<file path="src/rtl/uart_boot_loader.sv">
// UART boot loader: receives a framed program image byte by byte, writes it
// into program memory as little-endian 32-bit words and releases the CPU from
// reset only after the image checksum verifies.
module uart_boot_loader #(
  parameter int unsigned ADDR_W  = 9,
  parameter logic [7:0]  MAGIC   = 8'hA5,
  parameter int unsigned TIMEOUT = 50000
) (
  input  logic              clk,
  input  logic              reset,
  input  logic              rx_valid,
  input  logic [7:0]        rx_data,
  output logic              mem_wen,
  output logic [ADDR_W-1:0] mem_addr,
  output logic [31:0]       mem_wdata,
  output logic              cpu_resetn,
  output logic              busy,
  output logic              done,
  output logic              error
);

  localparam logic [2:0] StIdle = 3'd0;
  localparam logic [2:0] StLen0 = 3'd1;
  localparam logic [2:0] StLen1 = 3'd2;
  localparam logic [2:0] StData = 3'd3;
  localparam logic [2:0] StCsum = 3'd4;
  localparam logic [2:0] StDone = 3'd5;
  localparam logic [2:0] StErr  = 3'd6;

  // Largest word count that still fits the target memory.
  localparam logic [16:0] MaxWords = 17'd1 << ADDR_W;
  localparam logic [31:0] IdleLast = 32'(TIMEOUT - 1);

  logic [2:0]        state_q, state_d;
  logic [15:0]       len_q, len_d;
  logic [15:0]       widx_q, widx_d;
  logic [1:0]        bidx_q, bidx_d;
  logic [23:0]       wbuf_q, wbuf_d;
  logic [7:0]        csum_q, csum_d;
  logic [31:0]       idle_q, idle_d;
  logic              mem_wen_q, mem_wen_d;
  logic [ADDR_W-1:0] mem_addr_q, mem_addr_d;
  logic [31:0]       mem_wdata_q, mem_wdata_d;

  logic        in_image;
  logic [7:0]  sum_next;
  logic [15:0] len_new;

  assign in_image = (state_q == StLen0) || (state_q == StLen1) ||
                    (state_q == StData) || (state_q == StCsum);
  assign sum_next = csum_q + rx_data;
  assign len_new  = {rx_data, len_q[7:0]};

  // Next-state logic: frame parsing, word assembly and inter-byte timeout.
  always_comb begin
    state_d     = state_q;
    len_d       = len_q;
    widx_d      = widx_q;
    bidx_d      = bidx_q;
    wbuf_d      = wbuf_q;
    csum_d      = csum_q;
    idle_d      = '0;
    mem_wen_d   = 1'b0;
    mem_addr_d  = mem_addr_q;
    mem_wdata_d = mem_wdata_q;

    if (in_image && !rx_valid) begin
      idle_d = idle_q + 32'd1;
    end

    case (state_q)
      StIdle, StErr: begin
        if (rx_valid && (rx_data == MAGIC)) begin
          state_d = StLen0;
          csum_d  = '0;
        end
      end
      StLen0: begin
        if (rx_valid) begin
          len_d[7:0] = rx_data;
          csum_d     = sum_next;
          state_d    = StLen1;
        end
      end
      StLen1: begin
        if (rx_valid) begin
          len_d[15:8] = rx_data;
          csum_d      = sum_next;
          widx_d      = '0;
          bidx_d      = '0;
          if (len_new == 16'd0) begin
            state_d = StCsum;
          end else if ({1'b0, len_new} > MaxWords) begin
            state_d = StErr;
          end else begin
            state_d = StData;
          end
        end
      end
      StData: begin
        if (rx_valid) begin
          csum_d = sum_next;
          bidx_d = bidx_q + 2'd1;
          case (bidx_q)
            2'd0: wbuf_d[7:0]   = rx_data;
            2'd1: wbuf_d[15:8]  = rx_data;
            2'd2: wbuf_d[23:16] = rx_data;
            default: begin
              mem_wen_d   = 1'b1;
              mem_addr_d  = widx_q[ADDR_W-1:0];
              mem_wdata_d = {rx_data, wbuf_q};
              widx_d      = widx_q + 16'd1;
              if (widx_q == len_q - 16'd1) begin
                state_d = StCsum;
              end
            end
          endcase
        end
      end
      StCsum: begin
        if (rx_valid) begin
          // A valid image sums to zero once its own checksum byte is added.
          state_d = (sum_next == 8'd0) ? StDone : StErr;
        end
      end
      StDone: begin
        state_d = StDone;
      end
      default: begin
        state_d = StIdle;
      end
    endcase

    if (in_image && !rx_valid && (idle_q >= IdleLast)) begin
      state_d = StErr;
    end
  end

  // State and datapath registers with synchronous reset.
  always_ff @(posedge clk) begin
    if (reset) begin
      state_q     <= StIdle;
      len_q       <= '0;
      widx_q      <= '0;
      bidx_q      <= '0;
      wbuf_q      <= '0;
      csum_q      <= '0;
      idle_q      <= '0;
      mem_wen_q   <= 1'b0;
      mem_addr_q  <= '0;
      mem_wdata_q <= '0;
    end else begin
      state_q     <= state_d;
      len_q       <= len_d;
      widx_q      <= widx_d;
      bidx_q      <= bidx_d;
      wbuf_q      <= wbuf_d;
      csum_q      <= csum_d;
      idle_q      <= idle_d;
      mem_wen_q   <= mem_wen_d;
      mem_addr_q  <= mem_addr_d;
      mem_wdata_q <= mem_wdata_d;
    end
  end

  // Status flags are decoded directly from the state.
  always_comb begin
    busy       = in_image;
    done       = (state_q == StDone);
    cpu_resetn = (state_q == StDone);
    error      = (state_q == StErr);
  end

  assign mem_wen   = mem_wen_q;
  assign mem_addr  = mem_addr_q;
  assign mem_wdata = mem_wdata_q;

endmodule
</file>
<file path="config.mk">
export PLATFORM = sky130hd
export DESIGN_NAME = uart_boot_loader
export DESIGN_NICKNAME = d
export VERILOG_FILES = /design/src/rtl/uart_boot_loader.sv
export SDC_FILE = /design/constraint.sdc
export NUM_CORES = 1
export LEC_CHECK = 0
export CAP_MARGIN = 20
export CELL_PAD_IN_SITES_DETAIL_PLACEMENT = 1
export CELL_PAD_IN_SITES_GLOBAL_PLACEMENT = 2
export CORE_MARGIN = 5
export CORE_UTILIZATION = 27
export DETAILED_ROUTE_END_ITERATION = 6
export PLACE_DENSITY = 0.72
export RECOVER_POWER = 50
export SYNTH_ARGS = -nofsm -noshare
export SYNTH_HDL_FRONTEND = slang
export SYNTH_SLANG_ARGS = --single-unit
</file>
<file path="constraint.sdc">
create_clock -name clk -period 4.9 [get_ports clk]
set_clock_uncertainty 0.15 [all_clocks]
set_input_delay 0.98 -clock clk [delete_from_list [all_inputs] [get_ports clk]]
set_output_delay 0.98 -clock clk [all_outputs]
set_load 0.02 [all_outputs]
</file>
# Yosys cells after proc, flatten, opt, wreduce, memory -nomap -nowiden
# Index checks and enable logic that the tools add are counted.
[op_classes]
n_reduce_logical = 30
n_div = 0
bitwise = 4
mux = 23
magnitude_cmp = 2
mul = 0
shifts = 0
n_addsub = 5
eq_ne = 25
[ops]
columns = ["op", "count"]
rows = [
  ["16-bit two-way mux", 3],
  ["32-bit by 1-bit adder with 32-bit output (second input constant)", 1],
  ["32-bit by 16-bit >= comparator with 1-bit output (second input constant)", 1],
  ["16-bit one-hot mux with 2 select lines", 1],
  ["3-bit two-way mux", 10],
  ["3-bit one-hot mux with 6 select lines", 1],
  ["3-bit AND reduction", 6],
  ["16-bit by 1-bit adder with 16-bit output (second input constant)", 1],
  ["16-bit equality test", 1],
  ["16-bit by 10-bit > comparator with 1-bit output (second input constant)", 1],
  ["16-bit logical NOT", 1],
  ["8-bit two-way mux", 2],
  ["8-bit one-hot mux with 2 select lines", 1],
  ["16-bit by 1-bit subtractor with 16-bit output (second input constant)", 1],
  ["3-bit by 2-bit != test with 1-bit output (second input constant)", 5],
  ["7-bit AND reduction", 2],
  ["2-bit != test (second input constant)", 6],
  ["3-bit equality test (second input constant)", 3],
  ["3-bit OR reduction", 3],
  ["8-bit adder", 1],
  ["8-bit equality test (second input constant)", 1],
  ["8-bit logical NOT", 1],
  ["3-bit by 2-bit equality test with 1-bit output (second input constant)", 2],
  ["2-bit two-way mux", 3],
  ["other kinds (19)", 31],
]
[totals]
elab_cells = 103
ramBits = 0
rom_bits = 0
in_bits = 11
regBits = 143
latchBits = 0
output_inout_bits = 46
memories = 0

# Depth between registers and ports, before layout
[logic_depth]
ltp_word = 8
mapped_depth = 10
depth_no_buf = 10

# Worst setup path before layout
# OpenSTA, ideal clock, no wires.
[synth_timing]
path_type = "in2reg"
start = "input port rx_data[0]"
end = "register state_q[1]"
required_ns = 4.669
n_path_buf = 0
arrival_ns = 3.312
slack_ns = 1.357
setup_ns = 0.081
path_stages = 10
cell_sequence = "ha_1 > fa_1 > a21o_1 > a311o_1 > a21oi_1 > xnor2_1 > or4_1 > o211ai_1 > or4_1 > a41oi_1"
[synth_via]
elab_chain_len = 6
elab_cells_between_ends = 13
classes_between = "add/sub (1); eq/ne (2); mux (6); reduce/logical (4)"
[synth_lines]
columns = ["item", "line", "source"]
rows = [
  ["start, declared", "12", "input logic [7:0] rx_data,"],
  ["8-bit adder", "51", "assign sum_next = csum_q + rx_data;"],
  ["8-bit logical NOT", "123", "state_d = (sum_next == 8'd0) ? StDone : StErr;"],
  ["2-bit two-way mux", "123", ""],
  ["3-bit two-way mux", "121", "if (rx_valid) begin"],
  ["3-bit one-hot mux with 6 select lines", "71", "case (state_q)"],
  ["3-bit two-way mux", "134", "if (in_image && !rx_valid && (idle_q >= IdleLast)) begin"],
  ["end signal, assigned", "142", "state_q <= StIdle;"],
  ["end signal, assigned", "153", "state_q <= state_d;"],
  ["end, declared", "34", "logic [2:0] state_q, state_d;"],
]
# Several ways; a longest one is shown, not always the timed one. The select of a mux whose other input is x is not followed.
# A chain may end at the register's enable or synchronous reset.

# Worst setup path after layout
[layout_timing]
start = "input port rx_data[1]"
end = "register state_q[1]"
# Same word-level chain as after synthesis.

==> results.cfg <==
[worst_setup_path]
critPathTopFamily = compound AO/OA/AOI/OAI gates
cp-end-kind = flop
r2r_start = len_q[0]$_SDFFE_PP0P_
ff2ff_path_depth = 10
cp_num_buf_inv = 1
cp_common_cell = or4_1
max_stage_delay_ps = 660
path_cells = clkdlybuf4s50_1 -> fa_1 -> a21o_1 -> a311o_1 -> a21oi_1 -> xnor2_1 -> or4_1 -> o211ai_1 -> or4_1 -> a41oi_1
r2r-end = state_q[1]$_SDFFE_PP0P_
startpoint_type = input port
cp.required_ps = 5100
critical_path_class = in -> reg
cp_slowest_cell = clkdlybuf4s50_1
cp.arrival_ps = 4090
crit_path_max_fanout = 10
regToRegSetupSlack_ps = 1430

[min_path]
hold_path.class = reg -> reg
hp-start = mem_wdata[24]$_SDFFE_PP0P_
hold_depth = 2
hold_end = mem_wdata[24]$_SDFFE_PP0P_

[synthesis]
synthesis.area_um2 = 6639
yosysTopAreaCellShare_pct = 43.12
async_flop_share_pct = 0
synth_common_cells = 143 x dfxtp_1, 125 x nand2_1, 109 x nor2_1
ys_seq_area_share_pct = 43.12
synth_compound_area_share_pct = 11.57
yosys.area.top_type = dfxtp_1
synthSimpleGateAreaFrac_pct = 24.37
synth.area.mux_share_pct = 5.032
ys_warn_count = 0
synth_cell_types = 63
synth_top_family_by_area = simple AND/OR/NAND/NOR gates
netlist_instances = 790
ys.flop_type = dfxtp_1
synth_xor_area_share_pct = 8.443
synth-seq-cells = 143
synth.most_common_cell = dfxtp_1
synth_nets = 818
synth_fa_ha_area_share_pct = 3.317
synth_edf_count = 0
synthTopCellsByArea = dfxtp_1 43%, nand2_1 7.1%, nor2_1 6.2%
syn_area_per_cell_um2 = 8.404

[run_status]
violations = max-capacitance violations, max-slew violations
status = finished with violations

[timing]
setup_violations = 0
relSlewSlack_pct = -25.13
finalSetupTns_ps = 0
rsz0062_at_grt = false
finalHoldViolCount = 0
tightest_slew_ps = 1877
max_freq_mhz = 256.7
finalMaxSlewViolations = 33
min_period_over_period_pct = 79.50
fin_crit_ps = 3895

[global_route]
grt_pass1_wl_mm = 29.65
antenna_found_initial = 0
grt_use_total_pct = 12.87
grt.overflow.total = 0
grt_start_max_net_pins = 73
first_global_vias = 5671

[clocking]
cts_buffers = 17
clock_latency_ps = 420
cts_tree = yes
cts_sinks = 143
cts_resized = 0
clockBufferDepth = 2
post_cts.repair.setup_buffers = 0
clk_pin_slew_ps = 60
cts-htree-levels = 4
hold_buffers = 0
cts-root-buf = clkbuf_16

[floorplanning]
start_util_pct = 27.38
die_y_um = 166.8
coreArea_um2 = 24250
die-area_um2 = 27820
die_w_um = 166.8
io_pins = 57
rows = 57

[power]
powerDensity_nw_per_um2 = 386.4
p_leak_nw = 3.008
ir_worst_vdd_mv = 0.1988
finalPower_w = 0.003106

[run]
cap_violations = 1

[layout]
fin_nets = 855
postLayoutCoreUtil_pct = 33.15
diodes = 0
layout-drive-gt1-share_pct = 7.024
area_delta_synth_final_pct = 21.07

[drt]
ant_nets = 0
routed_wl_mm = 17.52
drt-initial-drc-count = 204
num_vias = 5484
drt_first_pass_iters = 4
wire_per_inst_um = 15.05
avgViaCountPerCell = 4.711
drc = 0

[placed_design]
dp_hpwl_mm = 12.24
io_buffers = 56
gp_congestion = 0.7750
==> metrics by stage <==
step	hold slack (ps)	instance area [µm²]	setup WS [ps]	std cells
after floorplan	280.2	6639	1357	790
after global routing	321.0	8038	849.6	1164
final	299.9	8038	1005	1164
after CTS	303.0	8031	987.4	1162
after global placement	293.9	7428	607.1	1130
after detailed placement	296.4	7428	555.9	1130
==> worst reg2reg max path, cell delays in order, from the launching register on <==
cell and delay [ps]:
dfxtp_1 350, inv_1 110, ha_1 210, nor4b_2 340
nand3_1 170, mux2_1 350, o21a_1 180, or4_4 550
o31a_1 370, or4_1 420, a41oi_1 210
==> layer usage <==
metal	share of wire (%)	vias to the layer above	GRT usage, %
li1	-	2776	-
met1	51	2649	17.52
met2	46	49	20.87
met3	2.4	10	2.607
met4	1.0	0	3.486
met5	0	-	0
==> power breakdown <==
part           switching (W)  internal [W]  total (W)
clock network       0.000542      0.000786    0.00133
logic               0.000305      0.000228   0.000533
registers          0.0000539       0.00119    0.00125
total               0.000901       0.00221    0.00311
==> placed cells by master (no fill, tap or decap), types with 3 or more instances in the layout <==
cell / count
inv_1: 13
clkbuf_16: 17
a22oi_1: 8
and4_1: 4
nor3_1: 6
nor4_1: 7
a21o_1: 4
nand2b_1: 7
a21oi_1: 70
nand3_1: 29
xor2_1: 37
o21a_1: 4
nor2_1: 109
inv_6: 5
clkdlybuf4s50_1: 14
or2_2: 3
nand3b_1: 3
or4_1: 3
ha_1: 16
nor4b_1: 3
mux2i_1: 30
and3_1: 13
dlygate4sd3_1: 41
o21ai_0: 12
xnor2_1: 27
dfxtp_1: 143
o31ai_1: 3
a31oi_1: 3
buf_4: 7
or3_1: 8
nand4_1: 12
nand2_1: 125
a211oi_1: 3
clkinvlp_4: 5
o211ai_1: 3
==> logic make-up after synthesis <==
group / Yosys count
simple gates: 347
fa+ha+maj: 17
compound gates: 126
buf+inv: 60
flops: 143
mux: 33
xor+xnor: 64
==> how the worst max path moves through the flow <==
stage	from	endpoint	slack, ps	cells past startpoint
floorplan	rx_data[0]	state_q[1]$_SDFFE_PP0P_	1360	10
global placement	rx_data[1]	state_q[1]$_SDFFE_PP0P_	610	10
detailed placement	rx_data[1]	state_q[1]$_SDFFE_PP0P_	560	10
CTS	rx_data[1]	state_q[1]$_SDFFE_PP0P_	990	10
global route	rx_data[1]	state_q[1]$_SDFFE_PP0P_	850	10
finish	rx_data[1]	state_q[1]$_SDFFE_PP0P_	1000	10
==> final cells by class <==
| type | count | area (µm²) |
|---|---|---|
| fillers | 2873 | 16210 |
| multi-input cells | 587 | 3501 |
| flip-flops and latches | 143 | 2863 |
| repair buffers | 65 | 616.8 |
| clock buffers | 19 | 452.9 |
| well taps | 324 | 405.4 |
| clock inverters | 13 | 150.1 |
| inverters | 13 | 48.80 |
==> sequential cells by signal, summed over array words and instances (netlist names) <==
register,count
idle_q,32
bidx_q,2
mem_addr,9
state_q,3
csum_q,8
wbuf_q,24
len_q,16
widx_q,16
mem_wdata,32
mem_wen,1
Power figures use the tool's default switching activity.
